--- src/rtl/alu_ctrl_fsm_if.sv ---
// ALU-stage / memory handshake bundle between the control FSM (master) and the datapath (slave).
interface alu_ctrl_fsm_if;
    logic [31:0] Instr;
    logic        ALU_zero;
    logic        Mem_ack;
    logic        IR_LdEn;
    logic        PC_LdEn;
    logic        PC_sel;
    logic        RF_B_sel;
    logic        RF_WrEn;
    logic        RF_WrData_sel;
    logic        ALU_Bin_sel;
    logic [3:0]  ALU_func;
    logic [1:0]  Immed_ext;
    logic        Mem_req;
    logic        Mem_WrEn;
    logic        Illegal_op;
    logic        Bus_err;

    modport master (
        input  Instr, ALU_zero, Mem_ack,
        output IR_LdEn, PC_LdEn, PC_sel, RF_B_sel, RF_WrEn, RF_WrData_sel,
               ALU_Bin_sel, ALU_func, Immed_ext, Mem_req, Mem_WrEn, Illegal_op, Bus_err
    );

    modport slave (
        output Instr, ALU_zero, Mem_ack,
        input  IR_LdEn, PC_LdEn, PC_sel, RF_B_sel, RF_WrEn, RF_WrData_sel,
               ALU_Bin_sel, ALU_func, Immed_ext, Mem_req, Mem_WrEn, Illegal_op, Bus_err
    );
endinterface

--- src/rtl/alu_ctrl_fsm.sv ---
// Multi-cycle control FSM: IFETCH -> DECODE -> EXEC -> {MEM, WB} -> IFETCH.
// Optional memory-request timeout is compiled in with `define MEM_TIMEOUT_EN.
module alu_ctrl_fsm #(
    parameter int MEM_TIMEOUT = 16
) (
    input logic            Clk,
    input logic            Reset_n,
    alu_ctrl_fsm_if.master bus
);
    localparam logic [2:0] S_IFETCH = 3'd0;
    localparam logic [2:0] S_DECODE = 3'd1;
    localparam logic [2:0] S_EXEC   = 3'd2;
    localparam logic [2:0] S_MEM    = 3'd3;
    localparam logic [2:0] S_WB     = 3'd4;

    typedef enum logic [2:0] {K_ALU, K_BEQ, K_BNE, K_LW, K_SW, K_ILL} kind_e;

    logic [2:0] state, state_nxt;
    kind_e      kind_d, kind_q;
    logic [3:0] func_d, func_q;
    logic       bin_d, bin_q;
    logic [1:0] imm_d, imm_q;
    logic       expired;

    // Only the opcode and R-type func field steer control.
    logic unused_instr;
    assign unused_instr = ^bus.Instr[25:4];

    // NOTE: every always_comb output gets a default first so no path leaves it unassigned (no latch).
    always_comb begin
        kind_d = K_ILL;
        func_d = 4'b0000;
        bin_d  = 1'b0;
        imm_d  = 2'b00;
        unique case (bus.Instr[31:26])
            6'b100000: begin kind_d = K_ALU; func_d = bus.Instr[3:0]; end
            6'b111000,
            6'b110000: begin kind_d = K_ALU; bin_d = 1'b1; end
            6'b110011: begin kind_d = K_ALU; func_d = 4'b0010; bin_d = 1'b1; imm_d = 2'b01; end
            6'b110010: begin kind_d = K_ALU; func_d = 4'b0011; bin_d = 1'b1; imm_d = 2'b01; end
            6'b000000: begin kind_d = K_BEQ; func_d = 4'b0001; end
            6'b000001: begin kind_d = K_BNE; func_d = 4'b0001; end
            6'b001111: begin kind_d = K_LW;  bin_d = 1'b1; end
            6'b011111: begin kind_d = K_SW;  bin_d = 1'b1; end
            default:   ;
        endcase
    end

    // NOTE: sequential state uses non-blocking assignments so every flop samples pre-edge values.
    always_ff @(posedge Clk or negedge Reset_n) begin
        if (!Reset_n) begin
            state  <= S_IFETCH;
            kind_q <= K_ILL;
            func_q <= 4'b0000;
            bin_q  <= 1'b0;
            imm_q  <= 2'b00;
        end else begin
            state <= state_nxt;
            if (state == S_DECODE) begin
                kind_q <= kind_d;
                func_q <= func_d;
                bin_q  <= bin_d;
                imm_q  <= imm_d;
            end
        end
    end

`ifdef MEM_TIMEOUT_EN
    localparam int CNT_W = (MEM_TIMEOUT > 1) ? $clog2(MEM_TIMEOUT) : 1;
    logic [CNT_W-1:0] wait_cnt;

    // Counts unacked MEM cycles; expiry is the cycle completing the MEM_TIMEOUT-th wait.
    assign expired = (state == S_MEM) && !bus.Mem_ack
                     && (wait_cnt == CNT_W'(MEM_TIMEOUT - 1));

    always_ff @(posedge Clk or negedge Reset_n) begin
        if (!Reset_n)
            wait_cnt <= '0;
        else if (state != S_MEM)
            wait_cnt <= '0;
        else if (!bus.Mem_ack)
            wait_cnt <= wait_cnt + 1'b1;
    end
`else
    logic [31:0] unused_timeout;
    assign unused_timeout = MEM_TIMEOUT;
    assign expired        = 1'b0;
`endif

    always_comb begin
        state_nxt         = state;
        bus.IR_LdEn       = 1'b0;
        bus.PC_LdEn       = 1'b0;
        bus.PC_sel        = 1'b0;
        bus.RF_B_sel      = 1'b0;
        bus.RF_WrEn       = 1'b0;
        bus.RF_WrData_sel = 1'b0;
        bus.Mem_req       = 1'b0;
        bus.Mem_WrEn      = 1'b0;
        bus.Illegal_op    = 1'b0;
        bus.Bus_err       = 1'b0;
        // Operand controls come straight from the decoder in DECODE, then from the latched copy.
        bus.ALU_func    = (state == S_DECODE) ? func_d : func_q;
        bus.ALU_Bin_sel = (state == S_DECODE) ? bin_d  : bin_q;
        bus.Immed_ext   = (state == S_DECODE) ? imm_d  : imm_q;

        case (state)
            S_IFETCH: begin
                // Held off while in reset so the first load lands in the cycle after release.
                bus.IR_LdEn = Reset_n;
                state_nxt   = S_DECODE;
            end
            S_DECODE: begin
                bus.RF_B_sel = (kind_d == K_SW) || (kind_d == K_BEQ) || (kind_d == K_BNE);
                if (kind_d == K_ILL) begin
                    bus.Illegal_op = 1'b1;
                    bus.PC_LdEn    = 1'b1;
                    state_nxt      = S_IFETCH;
                end else begin
                    state_nxt = S_EXEC;
                end
            end
            S_EXEC: begin
                case (kind_q)
                    K_BEQ, K_BNE: begin
                        bus.PC_LdEn = 1'b1;
                        bus.PC_sel  = (kind_q == K_BEQ) ? bus.ALU_zero : ~bus.ALU_zero;
                        state_nxt   = S_IFETCH;
                    end
                    K_LW, K_SW: state_nxt = S_MEM;
                    default:    state_nxt = S_WB;
                endcase
            end
            S_MEM: begin
                bus.Mem_req  = 1'b1;
                bus.Mem_WrEn = (kind_q == K_SW);
                if (bus.Mem_ack) begin
                    if (kind_q == K_SW) begin
                        bus.PC_LdEn = 1'b1;
                        state_nxt   = S_IFETCH;
                    end else begin
                        state_nxt = S_WB;
                    end
                end else if (expired) begin
                    bus.Bus_err = 1'b1;
                    bus.PC_LdEn = 1'b1;
                    state_nxt   = S_IFETCH;
                end
            end
            S_WB: begin
                bus.RF_WrEn       = 1'b1;
                bus.RF_WrData_sel = (kind_q == K_LW);
                bus.PC_LdEn       = 1'b1;
                state_nxt         = S_IFETCH;
            end
            default: state_nxt = S_IFETCH;
        endcase
    end
endmodule
--- src/flat_wrapper.sv ---
// flat-port wrapper written by rule: the top's interface ports become plain ports
module alu_ctrl_fsm_flat 
#(
    parameter int MEM_TIMEOUT = 16
)
  (Clk, Reset_n, bus_Instr, bus_ALU_zero, bus_Mem_ack, bus_IR_LdEn, bus_PC_LdEn, bus_PC_sel, bus_RF_B_sel, bus_RF_WrEn, bus_RF_WrData_sel, bus_ALU_Bin_sel, bus_ALU_func, bus_Immed_ext, bus_Mem_req, bus_Mem_WrEn, bus_Illegal_op, bus_Bus_err);
  alu_ctrl_fsm_if bus_i ();
  input logic Clk;
  input logic Reset_n;
  input wire logic [$bits(bus_i.Instr)-1:0] bus_Instr;
  input wire logic [$bits(bus_i.ALU_zero)-1:0] bus_ALU_zero;
  input wire logic [$bits(bus_i.Mem_ack)-1:0] bus_Mem_ack;
  output wire logic [$bits(bus_i.IR_LdEn)-1:0] bus_IR_LdEn;
  output wire logic [$bits(bus_i.PC_LdEn)-1:0] bus_PC_LdEn;
  output wire logic [$bits(bus_i.PC_sel)-1:0] bus_PC_sel;
  output wire logic [$bits(bus_i.RF_B_sel)-1:0] bus_RF_B_sel;
  output wire logic [$bits(bus_i.RF_WrEn)-1:0] bus_RF_WrEn;
  output wire logic [$bits(bus_i.RF_WrData_sel)-1:0] bus_RF_WrData_sel;
  output wire logic [$bits(bus_i.ALU_Bin_sel)-1:0] bus_ALU_Bin_sel;
  output wire logic [$bits(bus_i.ALU_func)-1:0] bus_ALU_func;
  output wire logic [$bits(bus_i.Immed_ext)-1:0] bus_Immed_ext;
  output wire logic [$bits(bus_i.Mem_req)-1:0] bus_Mem_req;
  output wire logic [$bits(bus_i.Mem_WrEn)-1:0] bus_Mem_WrEn;
  output wire logic [$bits(bus_i.Illegal_op)-1:0] bus_Illegal_op;
  output wire logic [$bits(bus_i.Bus_err)-1:0] bus_Bus_err;
  assign bus_i.Instr = bus_Instr;
  assign bus_i.ALU_zero = bus_ALU_zero;
  assign bus_i.Mem_ack = bus_Mem_ack;
  assign bus_IR_LdEn = bus_i.IR_LdEn;
  assign bus_PC_LdEn = bus_i.PC_LdEn;
  assign bus_PC_sel = bus_i.PC_sel;
  assign bus_RF_B_sel = bus_i.RF_B_sel;
  assign bus_RF_WrEn = bus_i.RF_WrEn;
  assign bus_RF_WrData_sel = bus_i.RF_WrData_sel;
  assign bus_ALU_Bin_sel = bus_i.ALU_Bin_sel;
  assign bus_ALU_func = bus_i.ALU_func;
  assign bus_Immed_ext = bus_i.Immed_ext;
  assign bus_Mem_req = bus_i.Mem_req;
  assign bus_Mem_WrEn = bus_i.Mem_WrEn;
  assign bus_Illegal_op = bus_i.Illegal_op;
  assign bus_Bus_err = bus_i.Bus_err;
  alu_ctrl_fsm #(.MEM_TIMEOUT(MEM_TIMEOUT)) u_core (.Clk(Clk), .Reset_n(Reset_n), .bus(bus_i));
endmodule
--- config.mk ---
export PLATFORM = sky130hd
export DESIGN_NAME = alu_ctrl_fsm_flat
export DESIGN_NICKNAME = d
export VERILOG_FILES = /design/src/rtl/alu_ctrl_fsm_if.sv /design/src/rtl/alu_ctrl_fsm.sv /design/src/flat_wrapper.sv
export SDC_FILE = /design/constraint.sdc
export NUM_CORES = 1
export LEC_CHECK = 0
export ABC_AREA = 1
export CAP_MARGIN = 25
export CORE_UTILIZATION = 36
export CTS_CLUSTER_SIZE = 12
export DETAILED_ROUTE_END_ITERATION = 12
export HOLD_SLACK_MARGIN = 0.03
export MAX_ROUTING_LAYER = met4
export PLACE_DENSITY = 0.89
export SLEW_MARGIN = 20
export SYNTH_ARGS = -nofsm -noshare
export SYNTH_HDL_FRONTEND = slang
export SYNTH_SLANG_ARGS = --single-unit
--- constraint.sdc ---
create_clock -name Clk -period 1.5 [get_ports Clk]
set_input_delay 0.3 -clock Clk [delete_from_list [all_inputs] [get_ports Clk]]
set_output_delay 0.3 -clock Clk [all_outputs]
set_load 0.1 [all_outputs]
Word-level counts from Yosys, hierarchy flattened
Index checks and enable logic that the tools add are counted.
Word-level totals
  output and inout port bits: 17
  register bits after elaboration: 13
  bits of input ports: 36
Operators by class
  muxes and demuxes: 27
  reduce and logical (&&, ||, !) cells: 10
  equality and inequality tests: 21
  bitwise operators: 1
Operators with widths (count)
  $eq A6 B6 Y1 const B: 5
  $mux W1: 17
  $pmux W4 S4: 1
  $eq A3 B2 Y1 const B: 5
  $pmux W3 S5: 1
  $eq A3 B3 Y1 const B: 4
  $pmux W3 S4: 1
  $eq A3 B1 Y1 const B: 3
  $reduce_or A2 Y1: 4
  $eq A6 B1 Y1 const B: 1
  $eq A6 B4 Y1 const B: 1
  $eq A6 B5 Y1 const B: 1
  $logic_not A6 Y1: 1
  $mux W3: 2
  $pmux W3 S2: 1
  $reduce_or A6 Y1: 1
  $reduce_or A5 Y1: 1
  $mux W2: 2
  $mux W4: 1
  $pmux W1 S4: 1
  $logic_not A3 Y1: 1
  $logic_or A1 B1 Y1: 2
  $ne A2 B2 Y1 const B: 1
  $not A1 Y1: 1

Longest topological paths before layout
Gate-level depths: netlist (run 1).
  word-level depth: 7
  mapped depth: 8
  depth with buffers taken out: 8

Least setup slack after synthesis (run 1)
OpenSTA, ideal clock, no wires.
  path type: register to output
  start point: reg u_core.kind_q[0]
  end point: out bus_RF_WrData_sel
  stages on the path, launching flop included: 5
  data arrival time: 3.503 ns
  setup slack: -2.303 ns
  required time: 1.200 ns
  path buffers: 0
  cells stage by stage: dfstp_2 -> nand2_1 -> inv_1 -> nand2_1 -> nor4_1
On the way
  cells in the longest elaborated chain, start to end: 2
Ends and longest elaborated chain
  start, declared: line alu_ctrl_fsm.sv:19  | kind_e kind_d, kind_q;
  start signal, assigned: line alu_ctrl_fsm.sv:60  | kind_q <= kind_d;
  $eq A3 B2 Y1: line alu_ctrl_fsm.sv:152  | bus.RF_WrData_sel = (kind_q == K_LW);
  $mux W1: line alu_ctrl_fsm.sv:107  | case (state)
  end, declared: line flat_wrapper.sv:18  | output wire logic [$bits(bus_i.RF_WrData_sel)-1:0] bus_RF_WrData_sel;
No other way between the ends.

Worst setup path in the final report (run 1)
  start point: in bus_Instr[26]
  end point: out bus_Illegal_op
On the way
  cells in the longest elaborated chain, start to end: 6
Ends and longest elaborated chain
  start, declared: line flat_wrapper.sv:10  | input wire logic [$bits(bus_i.Instr)-1:0] bus_Instr;
  $eq A6 B6 Y1: line alu_ctrl_fsm.sv:35  | unique case (bus.Instr[31:26])
  $reduce_or A5 Y1 (no source line)
  $pmux W3 S5 (*): line alu_ctrl_fsm.sv:35
  $eq A3 B3 Y1 (*): line alu_ctrl_fsm.sv:115  | if (kind_d == K_ILL) begin
  $mux W1 (*): line alu_ctrl_fsm.sv:115
  $mux W1 (*): line alu_ctrl_fsm.sv:107
  end, declared: line flat_wrapper.sv:24  | output wire logic [$bits(bus_i.Illegal_op)-1:0] bus_Illegal_op;
Mark *: on every way between the ends. The rest lies on a longest branch, timed or not.

==> results of run 1 <==
## power by group through the flow
stage	clock, mW	sequential [mW]	combinational [mW]
2_1_floorplan	0	0.627	2.05
3_3_place_gp	0	0.600	3.10
3_5_place_dp	0	0.610	3.19
4_1_cts	0.228	0.605	3.32
5_1_grt	0.244	0.632	3.55
6_report	0.229	0.623	3.41
## cell type report
cell class	instances	area, um2	share of cell area (%)
Tap cell	28	35.0	1.83
Multi-Input combinational cell	89	724	37.8
Timing Repair Buffer	59	703	36.7
Clock buffer	4	26.3	1.37
Inverter	19	98.8	5.15
Sequential cell	13	330	17.2
## critical path, delay by kind of cell
kind | cells | cell delay (ns)
buf+inv | 4 | 0.66
simple gates | 5 | 0.65
## flip-flops by register name (all words and copies together), names as in the netlist
register and count:
u_core.bin_q 1, u_core.func_q 4, u_core.imm_q 2, u_core.kind_q 3, u_core.state 3
## cell usage in the layout (no fill, tap or decap), types with 3 or more instances in the layout
cell type | netlist | final
buf_4 | 1 | 23
nand2_1 | 32 | 19
buf_12 | 0 | 18
nor2_4 | 2 | 12
inv_1 | 16 | 10
nand2_2 | 1 | 9
dfrtp_1 | 11 | 9
nor2_1 | 21 | 8
clkdlybuf4s50_1 | 0 | 7
nor2_2 | 2 | 5
buf_6 | 1 | 5
o21ai_1 | 1 | 4
inv_2 | 2 | 3
inv_4 | 0 | 3
nand3_4 | 1 | 3
nand2_8 | 0 | 3
nand3_2 | 2 | 3
clkbuf_4 | 0 | 3
## per-stage QoR
step | worst slack (ns) | TNS [ns] | util (%)
floorplan | -0.510 | -3.75 | -
global placement | -0.620 | -6.83 | 79.6
detailed placement | -0.691 | -7.91 | 79.6
CTS | -0.353 | -4.50 | 83.6
global route | -0.464 | -5.73 | 85.9
finish | -0.411 | -4.78 | 85.9
## how the worst max path moves through the flow
stage / slack [ns] / endpoint / startpoint
final: -0.41 / bus_Illegal_op / bus_Instr[26]
after global routing: -0.46 / bus_ALU_func[1] / u_core.state[2]
after CTS: -0.35 / bus_ALU_func[1] / u_core.state[1]
after detailed placement: -0.69 / bus_ALU_func[0] / bus_Instr[31]
after global placement: -0.62 / bus_RF_B_sel / bus_Instr[30]
after floorplan: -0.51 / bus_PC_LdEn / u_core.state[0]
## logic make-up (layout without fill, tap and decap cells)
group,count (synthesis),in the layout,synth area share (%)
simple gates,74,74,40.9
buf+inv,21,82,10.7
compound gates,14,14,9.66
flops,13,13,38.4
other cells,1,1,0.439
## per-layer routing
metal	share of wire (%)	track usage [%]
met1	36	26.4
met2	57	50.4
met3	2.5	3.03
met4	4.3	13.9
met5	0	-
## timing repair
item,in CTS,in global routing
cloned,0,0
setup buffers,4,4
gates resized for setup,24,16
pin swaps,13,10
setup endpoints to repair,17,16
==> summary.txt, run 1 <==
Synthesis
  – Top post-synthesis cells by area: dfrtp_1 (32%), nand2_1 (14%), nor2_1 (9.2%)
  – Synth Register Bits: 13
  – Top cell type's share of synthesized area: between 30% and 40%
  – Mean Syn Cell Area: roughly 6.9 um2
  – Fraction of registers with async set/reset: 100%
  – Post-Synthesis Cell Area: around 850 um2
  – Cell taking the most area after synthesis: dfrtp_1
  – Most frequent cell after synthesis: nand2_1
  – Top_reg_cell synth: dfrtp_1
  – Synth top cells by count: nand2_1 (32), nor2_1 (21), inv_1 (16), dfrtp_1 (11), o21ai_0 (6)
  – Yosys warning count: 0
  – Share of the yosys chip area belonging to registers: a little under two fifths
  – Syn Nets: between 150 and 200
  – Cells after synthesis: ~120
  – Distinct cells, synth: 26
  – EDFF count, synth: 0

Worst setup path
  – CP cell instances: dlygate4sd2_1 > nor2_2 > nand2_1 > nand3_2 > nor2_4 > buf_12 > nand2_8 > clkinvlp_4 > buf_12
  – Setup Crit Path Kind: input port to primary output
  – Worst Setup Start Kind: input port
  – Most used cell, CP: buf_12
  – Req. time, crit path: between 1 and 1.5 ns
  – Worst r2r path cells: 7
  – CP endpoint kind: primary output
  – Crit-path max FO: 3
  – Flop2flop setup slack: 0.07 ns
  – Worst R2R Start: u_core.kind_q[0]
  – Reg2reg end: u_core.state[0]
  – Slowest CP cell: dlygate4sd2_1
  – Slowest stage delay, CP: 0.27 ns
  – Critical Path AT: roughly 1.6 ns

Clock network
  – Root Buffer: clkbuf_4
  – TritonCTS clock tree: built
  – Clock Latency Late Sink: approximately 0.29 ns
  – Htree depth: 1
  – Clock tree buffer depth: 2
  – Reg clk slew, reported paths: around 0.08 ns
  – Hold-fix buffers, CTS: 0
  – Clock sinks: 13
  – Num CTS Buffers: 3

Run status
  – Status: complete, but fails checks
  – Failing checks: setup timing

Floorplanning
  – Chip height: ~51 um
  – Die area: roughly 2600 um2
  – Site row count: 17
  – Chip width: between 50 and 60 um
  – Initial core utilization: between 30% and 40%
  – Core region area: 2230 um2
  – I/O pin cnt: 53

Global routing
  – GRT Util Overall: 26.7%
  – Initial antenna violation count: 0
  – Grt total ovfl: 0
  – Vias in the first global route: approximately 1.1k
  – First-pass GRT wire length: around 4.8 mm
  – Pin count of the biggest net entering global routing: 14

Routing
  – DRT Pass-1 Iters: 4
  – Via count: 1090
  – Remaining DRCs: 0
  – Post-DR vias/cell: 5.14
  – Post-Route WL: roughly 3.3 mm
  – WL/cell: 15.6 um
  – Iter 0 DRT Violations: 18
  – Routed Antenna Nets: 0

Pwr
  – Sw Ratio: 55.3%
  – Total power: 4.26 mW
  – Int Power: between 1.5 and 2 mW
  – Sequential share of power: roughly 15%
  – Comb power frac: between 80% and 90%
  – Static Leak: 0.866 nW
  – Clock power share: under 10%
  – Psw: approximately 2.4 mW
  – Pwr Density: 2220 nW/um2
  – Worst VDD drop: 0.00201 V

Cells and area
  – Share of cells above drive strength 1: between 60% and 70%
  – Non-Filler Instances: 212
  – Layout area overhead: 124%
  – # fillers: 109
  – Number of diodes: 0
  – Final Cell Area: between 1500 and 2000 um2
  – Fin nets: roughly 220

STA
  – Slew Viols, Final: 0
  – Hold Worst Slack: 0.390 ns
  – RSZ-0062 raised after global routing: yes
  – Final clock skew: ~0.0037 ns
  – Period utilisation layout: 127%
  – Worst Setup Slack, final: -0.411 ns
  – Setup violators final: 16
  – Tmin final: roughly 1.9 ns
  – Fin. Hold Viols: 0
  – Max Freq: 523 MHz

Hold path
  – Hold Path Class: input port to async pin

Job
  – Max Cap Viol: 0

Placed design
  – Placed cell area: between 1500 and 2000 um2
  – IO Port Bufs: 29
  – DP Wirelength: about 2.3 mm
  – DP Cell Count: between 200 and 250
  – Final RePlAce weighted congestion: 0.930
(Power assumes the default switching activity.)
==> run 2, diff against run 1 <==
--- a/config.mk
+++ b/config.mk
@@ -7,6 +7,7 @@
 export LEC_CHECK = 0
 export ABC_AREA = 1
 export CAP_MARGIN = 25
+export CORE_MARGIN = 4
 export CORE_UTILIZATION = 36
 export CTS_CLUSTER_SIZE = 12
 export DETAILED_ROUTE_END_ITERATION = 12
==> constraint.sdc (replaced) <==
create_clock -name Clk -period 1.5 [get_ports Clk]
set_input_delay 0.225 -clock Clk [delete_from_list [all_inputs] [get_ports Clk]]
set_output_delay 0.225 -clock Clk [all_outputs]
set_load 0.1 [all_outputs]
==> run 2 against run 1 <==
Against the previous run:
- cell area down 3.8%
- critical path type is now flop to primary output
- first-iteration DRC count shrank 44%
- clock power down 2%
- die area increased by 25%
- wire length down 12%
- count of clock-buffer cells in the layout is the same
- clock skew rose by 0.0011 ns
- final cell count fell by 1.9%
- the run still ends with setup timing left
- power decreased by 2.4%
==> summary.txt, run 2 (synthesized netlist as in run 1, its figures left out) <==
Routing
  – WL/cell: 14.0 um (was 15.6 um)
  – Iter 0 DRT Violations: 10 (was 18)
  – Routed Antenna Nets: 0 (unchanged)
  – DRT Pass-1 Iters: 4 (unchanged)
  – Post-Route WL: 2.91 mm (was 3.30 mm)
  – Remaining DRCs: 0 (unchanged)
  – Post-DR vias/cell: 4.97 (was 5.14)
  – Via count: 1034 (was 1090)

Global routing
  – Grt total ovfl: 0 (unchanged)
  – Initial antenna violation count: 0 (unchanged)
  – Vias in the first global route: 1081 (was 1073)
  – First-pass GRT wire length: 4.63 mm (was 4.77 mm)
  – GRT Util Overall: 19.0% (was 26.7%)
  – Pin count of the biggest net entering global routing: 14 (unchanged)

Floorplanning
  – Die area: 3220 um2 (was 2570 um2)
  – Site row count: 17 (unchanged)
  – I/O pin cnt: 53 (unchanged)
  – Initial core utilization: 38.3% (unchanged)
  – Chip height: 56.7 um (was 50.7 um)
  – Core region area: 2230 um2 (unchanged)
  – Chip width: 56.7 um (was 50.7 um)

Pwr
  – Pwr Density: 2250 nW/um2 (was 2220 nW/um2)
  – Worst VDD drop: 0.00248 V (was 0.00201 V)
  – Static Leak: 0.845 nW (was 0.866 nW)
  – Total power: 4.16 mW (was 4.26 mW)

Cells and area
  – # fillers: 136 (was 109)
  – FF/Latch Area: 330 um2 (unchanged)
  – Top Registers: u_core.func_q (4), u_core.kind_q (3), u_core.state (3) (unchanged)
  – Leading cell types in the layout, fill and taps excluded: nand2_1 (23), buf_4 (23), buf_12 (17), nor2_4 (12), nor2_1 (10) (was buf_4 (23), nand2_1 (19), buf_12 (18), nor2_4 (12), inv_1 (10))
  – Largest register FFs: 4 (unchanged)
  – Number of diodes: 0 (unchanged)
  – Fin nets: 217 (was 221)
  – Final core occ: 82.6% (was 85.9%)
  – Layout area overhead: 116% (was 124%)
  – Most flops, register: u_core.func_q (unchanged)
  – Final Cell Area: 1850 um2 (was 1920 um2)
  – Area of the multi-input gates: 701 um2 (was 724 um2)
  – Non-Filler Instances: 208 (was 212)
  – Share of cells above drive strength 1: 57.8% (was 61.4%)

Clock network
  – Clock tree buffer depth: 2 (unchanged)
  – Hold-fix buffers, CTS: 0 (unchanged)
  – Reg clk slew, reported paths: 0.08 ns (about the same)
  – Clock Latency Late Sink: 0.29 ns (about the same)
  – Num CTS Buffers: 3 (unchanged)
  – Clock sinks: 13 (unchanged)
  – Root Buffer: clkbuf_4 (unchanged)
  – TritonCTS clock tree: built (unchanged)
  – Htree depth: 1 (unchanged)

Hold path
  – Hold Path Class: input port to async pin (unchanged)

STA
  – Fin. Hold Viols: 0 (unchanged)
  – Hold Worst Slack: 0.284 ns (was 0.390 ns)
  – Worst Setup Slack, final: -0.296 ns (was -0.411 ns)
  – Final clock skew: 0.00477 ns (was 0.00368 ns)
  – Period utilisation layout: 120% (was 127%)
  – Setup violators final: 15 (was 16)
  – Fin Setup TNS: -3.09 ns (was -4.78 ns)
  – Slew Viols, Final: 0 (unchanged)
  – Max Freq: 557 MHz (was 523 MHz)
  – RSZ-0062 raised after global routing: yes (unchanged)
  – Tmin final: 1.80 ns (was 1.91 ns)

Worst setup path
  – Setup Crit Path Kind: flop to primary output (was input port to primary output)
  – Crit-path max FO: 5 (was 3)
  – Slowest CP cell: dfrtp_2 (was dlygate4sd2_1)
  – CP endpoint kind: primary output (unchanged)
  – Slowest stage delay, CP: 0.45 ns (was 0.27 ns)
  – CP cell instances: inv_1 > nand2_2 > or3_4 > nand3_4 > buf_12 (was dlygate4sd2_1 > nor2_2 > nand2_1 > nand3_2 > nor2_4 > buf_12 > nand2_8 > clkinvlp_4 > buf_12)
  – Critical Path AT: 1.57 ns (was 1.61 ns)
  – Worst Setup Start Kind: flop (was input port)
  – Req. time, crit path: 1.27 ns (was 1.20 ns)

Placed design
  – Placed cell area: 1670 um2 (was 1780 um2)
  – DP Cell Count: 195 (was 201)
  – Setup WS pre-CTS: -0.519 ns (was -0.691 ns)
  – IO Port Bufs: 29 (unchanged)
  – DP Wirelength: 2.26 mm (was 2.33 mm)
  – Final RePlAce weighted congestion: 0.982 (was 0.930)

Job
  – Max Cap Viol: 0 (unchanged)

Run status
  – Failing checks: setup timing (unchanged)
  – Status: complete, but fails checks (unchanged)
[run 2: changes by cell type in the layout (fill, tap and decap cells not counted), sizes merged]
cell / change
clkbuf: -1
buf: -6
dlygate4sd2: +3
[run 2: timing repair]
action	4_1_cts	5_1_grt
gates resized for setup	28	7
setup buffers	5	4
endpoints found under the setup margin	16	16
pin swaps	11	7
[run 2: where the power goes]
part	switching, mW	leakage [nW]	internal [mW]
logic	2.05	0.667	1.26
clock network	0.121	0.0150	0.103
registers	0.130	0.162	0.499
total	2.30	0.845	1.86
[run 2: final timing paths]
path | end | start | slack [ns] | cells after the start
worst max register to register | u_core.state[1] | u_core.kind_q[0] | 0.09 | 7
max in group asynchronous | u_core.kind_q[0] | Reset_n | 0.98 | 2
min in group Clk | u_core.kind_q[2] | u_core.kind_q[2] | 0.49 | 2
worst min-delay path | u_core.func_q[3] | Reset_n | 0.28 | 2
worst max-delay path | bus_PC_LdEn | u_core.state[0] | -0.30 | 5
worst min register to register | u_core.kind_q[2] | u_core.kind_q[2] | 0.49 | 2
[run 2: final cells by class]
class / instances / share of cell area, %
multi-input cells: 89 / 38.0
repair buffers: 55 / 35.7
flip-flops and latches: 13 / 17.9
inverters: 19 / 5.08
well taps: 28 / 1.90
clock buffers: 4 / 1.42
[run 2: layer usage]
layer | vias up | part of all wire, % | routed length [um] | track usage (%)
met2 | 37 | 58 | 1690 | 40.1
met3 | 5 | 4.9 | 143 | 2.76
li1 | 501 | - | - | -
met5 | - | 0 | 0 | -
met4 | 0 | 1.6 | 46 | 7.12
met1 | 491 | 36 | 1040 | 15.8
[run 2: critical path, delay by kind of cell, from the launching register on]
kind | cells | cell delay [ns]
flops | 1 | 0.45
buf+inv | 2 | 0.29
simple gates | 3 | 0.54
==> run 3, diff against run 2 <==
--- a/config.mk
+++ b/config.mk
@@ -12,7 +12,6 @@
 export CTS_CLUSTER_SIZE = 12
 export DETAILED_ROUTE_END_ITERATION = 12
 export HOLD_SLACK_MARGIN = 0.03
-export MAX_ROUTING_LAYER = met4
 export PLACE_DENSITY = 0.89
 export SLEW_MARGIN = 20
 export SYNTH_ARGS = -nofsm -noshare
==> run 3 against run 2 <==
Against the previous run:
- wire length unchanged
- maximum frequency about the same
- clock skew hardly changed
- the run still ends with setup timing left
- flip-flop and latch count did not move
- sequential share of layout area unchanged
- power about the same
- worst setup slack is essentially flat
- critical path depth unchanged
- non-clock buffer count unchanged
- cell area unchanged
- sequential power about the same
- via count is essentially flat
==> summary.txt, run 3 (synthesized netlist as in run 1, its figures left out) <==
Floorplanning
  – Die area: 3220 um2 (unchanged)
  – Chip width: 56.7 um (unchanged)
  – Core region area: 2230 um2 (unchanged)
  – Site row count: 17 (unchanged)
  – I/O pin cnt: 53 (unchanged)
  – Initial core utilization: 38.3% (unchanged)
  – Chip height: 56.7 um (unchanged)

Cells and area
  – Layout area overhead: 116% (unchanged)
  – Fin nets: 217 (unchanged)
  – Top Registers: u_core.func_q (4), u_core.kind_q (3), u_core.state (3) (unchanged)
  – Most flops, register: u_core.func_q (unchanged)
  – Number of diodes: 0 (unchanged)
  – Share of cells above drive strength 1: 57.8% (unchanged)
  – Largest register FFs: 4 (unchanged)
  – Leading cell types in the layout, fill and taps excluded: nand2_1 (23), buf_4 (23), buf_12 (17), nor2_4 (12), nor2_1 (10) (unchanged)
  – Final core occ: 82.6% (unchanged)
  – # fillers: 136 (unchanged)

Routing
  – WL/cell: 14.0 um (unchanged)
  – Via count: 1033 (was 1034)
  – Post-DR vias/cell: 4.97 (about the same)
  – Iter 0 DRT Violations: 10 (unchanged)
  – Routed Antenna Nets: 0 (unchanged)
  – Post-Route WL: 2.91 mm (unchanged)
  – Remaining DRCs: 0 (unchanged)
  – DRT Pass-1 Iters: 4 (unchanged)

STA
  – Period utilisation layout: 120% (about the same)
  – Final clock skew: 0.00492 ns (was 0.00477 ns)
  – Max Freq: 557 MHz (about the same)
  – Slew Viols, Final: 0 (unchanged)
  – RSZ-0062 raised after global routing: yes (unchanged)
  – Fin. Hold Viols: 0 (unchanged)
  – Setup violators final: 15 (unchanged)
  – Worst Setup Slack, final: -0.296 ns (about the same)
  – Tmin final: 1.80 ns (about the same)

Placed design
  – IO Port Bufs: 29 (unchanged)
  – Final RePlAce weighted congestion: 0.964 (was 0.982)
  – DP Wirelength: 2.26 mm (unchanged)
  – Setup WS pre-CTS: -0.519 ns (unchanged)

Worst setup path
  – Setup Crit Path Kind: flop to primary output (unchanged)
  – Crit-path max FO: 5 (unchanged)
  – Req. time, crit path: 1.27 ns (about the same)
  – CP endpoint kind: primary output (unchanged)
  – Largest delay contributor family on the critical path: simple AND/OR/NAND/NOR gates (unchanged)
  – Slowest stage delay, CP: 0.45 ns (about the same)
  – Critical Path AT: 1.57 ns (about the same)
  – CP cell instances: inv_1 > nand2_2 > or3_4 > nand3_4 > buf_12 (unchanged)
  – CP Buf/Inv Count: 2 (unchanged)
  – Slowest CP cell: dfrtp_2 (unchanged)
  – Worst Setup Start Kind: flop (unchanged)

Clock network
  – Clock sinks: 13 (unchanged)
  – TritonCTS clock tree: built (unchanged)
  – Clock tree buffer depth: 2 (unchanged)
  – Num CTS Buffers: 3 (unchanged)
  – Htree depth: 1 (unchanged)
  – Hold-fix buffers, CTS: 0 (unchanged)
  – Clock Latency Late Sink: 0.29 ns (about the same)
  – Root Buffer: clkbuf_4 (unchanged)
  – Reg clk slew, reported paths: 0.08 ns (about the same)

Global routing
  – Grt total ovfl: 0 (unchanged)
  – Initial antenna violation count: 0 (unchanged)
  – Pin count of the biggest net entering global routing: 14 (unchanged)
  – Vias in the first global route: 1081 (unchanged)
  – GRT Util Overall: 18.5% (was 19.0%)
  – First-pass GRT wire length: 4.63 mm (unchanged)

Pwr
  – Static Leak: 0.845 nW (unchanged)
  – Worst VDD drop: 0.00248 V (about the same)
  – Pwr Density: 2250 nW/um2 (about the same)

Run status
  – Failing checks: setup timing (unchanged)
  – Status: complete, but fails checks (unchanged)

Job
  – Max Cap Viol: 0 (unchanged)

Hold path
  – Hold Path Class: input port to async pin (unchanged)
[run 3: final timing paths]
kind | slack, ns | cells past startpoint | startpoint | to
min in group Clk | 0.49 | 2 | u_core.kind_q[2] | u_core.kind_q[2]
worst max-delay path | -0.30 | 5 | u_core.state[0] | bus_PC_LdEn
worst min register to register | 0.49 | 2 | u_core.kind_q[2] | u_core.kind_q[2]
worst max register to register | 0.09 | 7 | u_core.kind_q[0] | u_core.state[1]
max in group asynchronous | 0.98 | 2 | Reset_n | u_core.kind_q[0]
worst min-delay path | 0.28 | 2 | Reset_n | u_core.func_q[3]
[run 3: repair_timing]
| action | in CTS | in global routing |
|---|---|---|
| setup buffers | 5 | 4 |
| resized for setup | 28 | 7 |
| pin swaps | 11 | 7 |
| endpoints found under the setup margin | 16 | 16 |
[run 3: cell type report]
| cell class | instances | area (um2) | area share (%) |
|---|---|---|---|
| flip-flops and latches | 13 | 330 | 17.9 |
| repair buffers | 55 | 659 | 35.7 |
| inverters | 19 | 93.8 | 5.08 |
| multi-input cells | 89 | 701 | 38.0 |
| well taps | 28 | 35.0 | 1.90 |
| clock buffers | 4 | 26.3 | 1.42 |
[run 3: per-stage QoR]
stage               power, mW  setup TNS [ns]  hold WS (ns)  instances  area (um2)
floorplan                2.66           -2.80       -0.0706        123        1070
CTS                      4.05           -3.00         0.289        204        1800
global route             4.32           -4.01         0.315        208        1850
finish                   4.16           -3.09         0.284        208        1850
global placement         3.59           -3.49         0.466        195        1670
detailed placement       3.67           -4.84         0.482        195        1670
[run 3: power breakdown]
part	switching (mW)	internal (mW)
logic	2.05	1.26
clock network	0.121	0.103
registers	0.130	0.499
[run 3: per-layer routing]
metal,vias to the layer above,wire length (um),part of all wire [%],GRT usage [%]
met5,-,0,0,0
met1,491,1030,35,15.5
met2,35,1690,58,40.1
met3,5,148,5.1,3.22
li1,502,-,-,-
met4,0,46,1.6,7.12
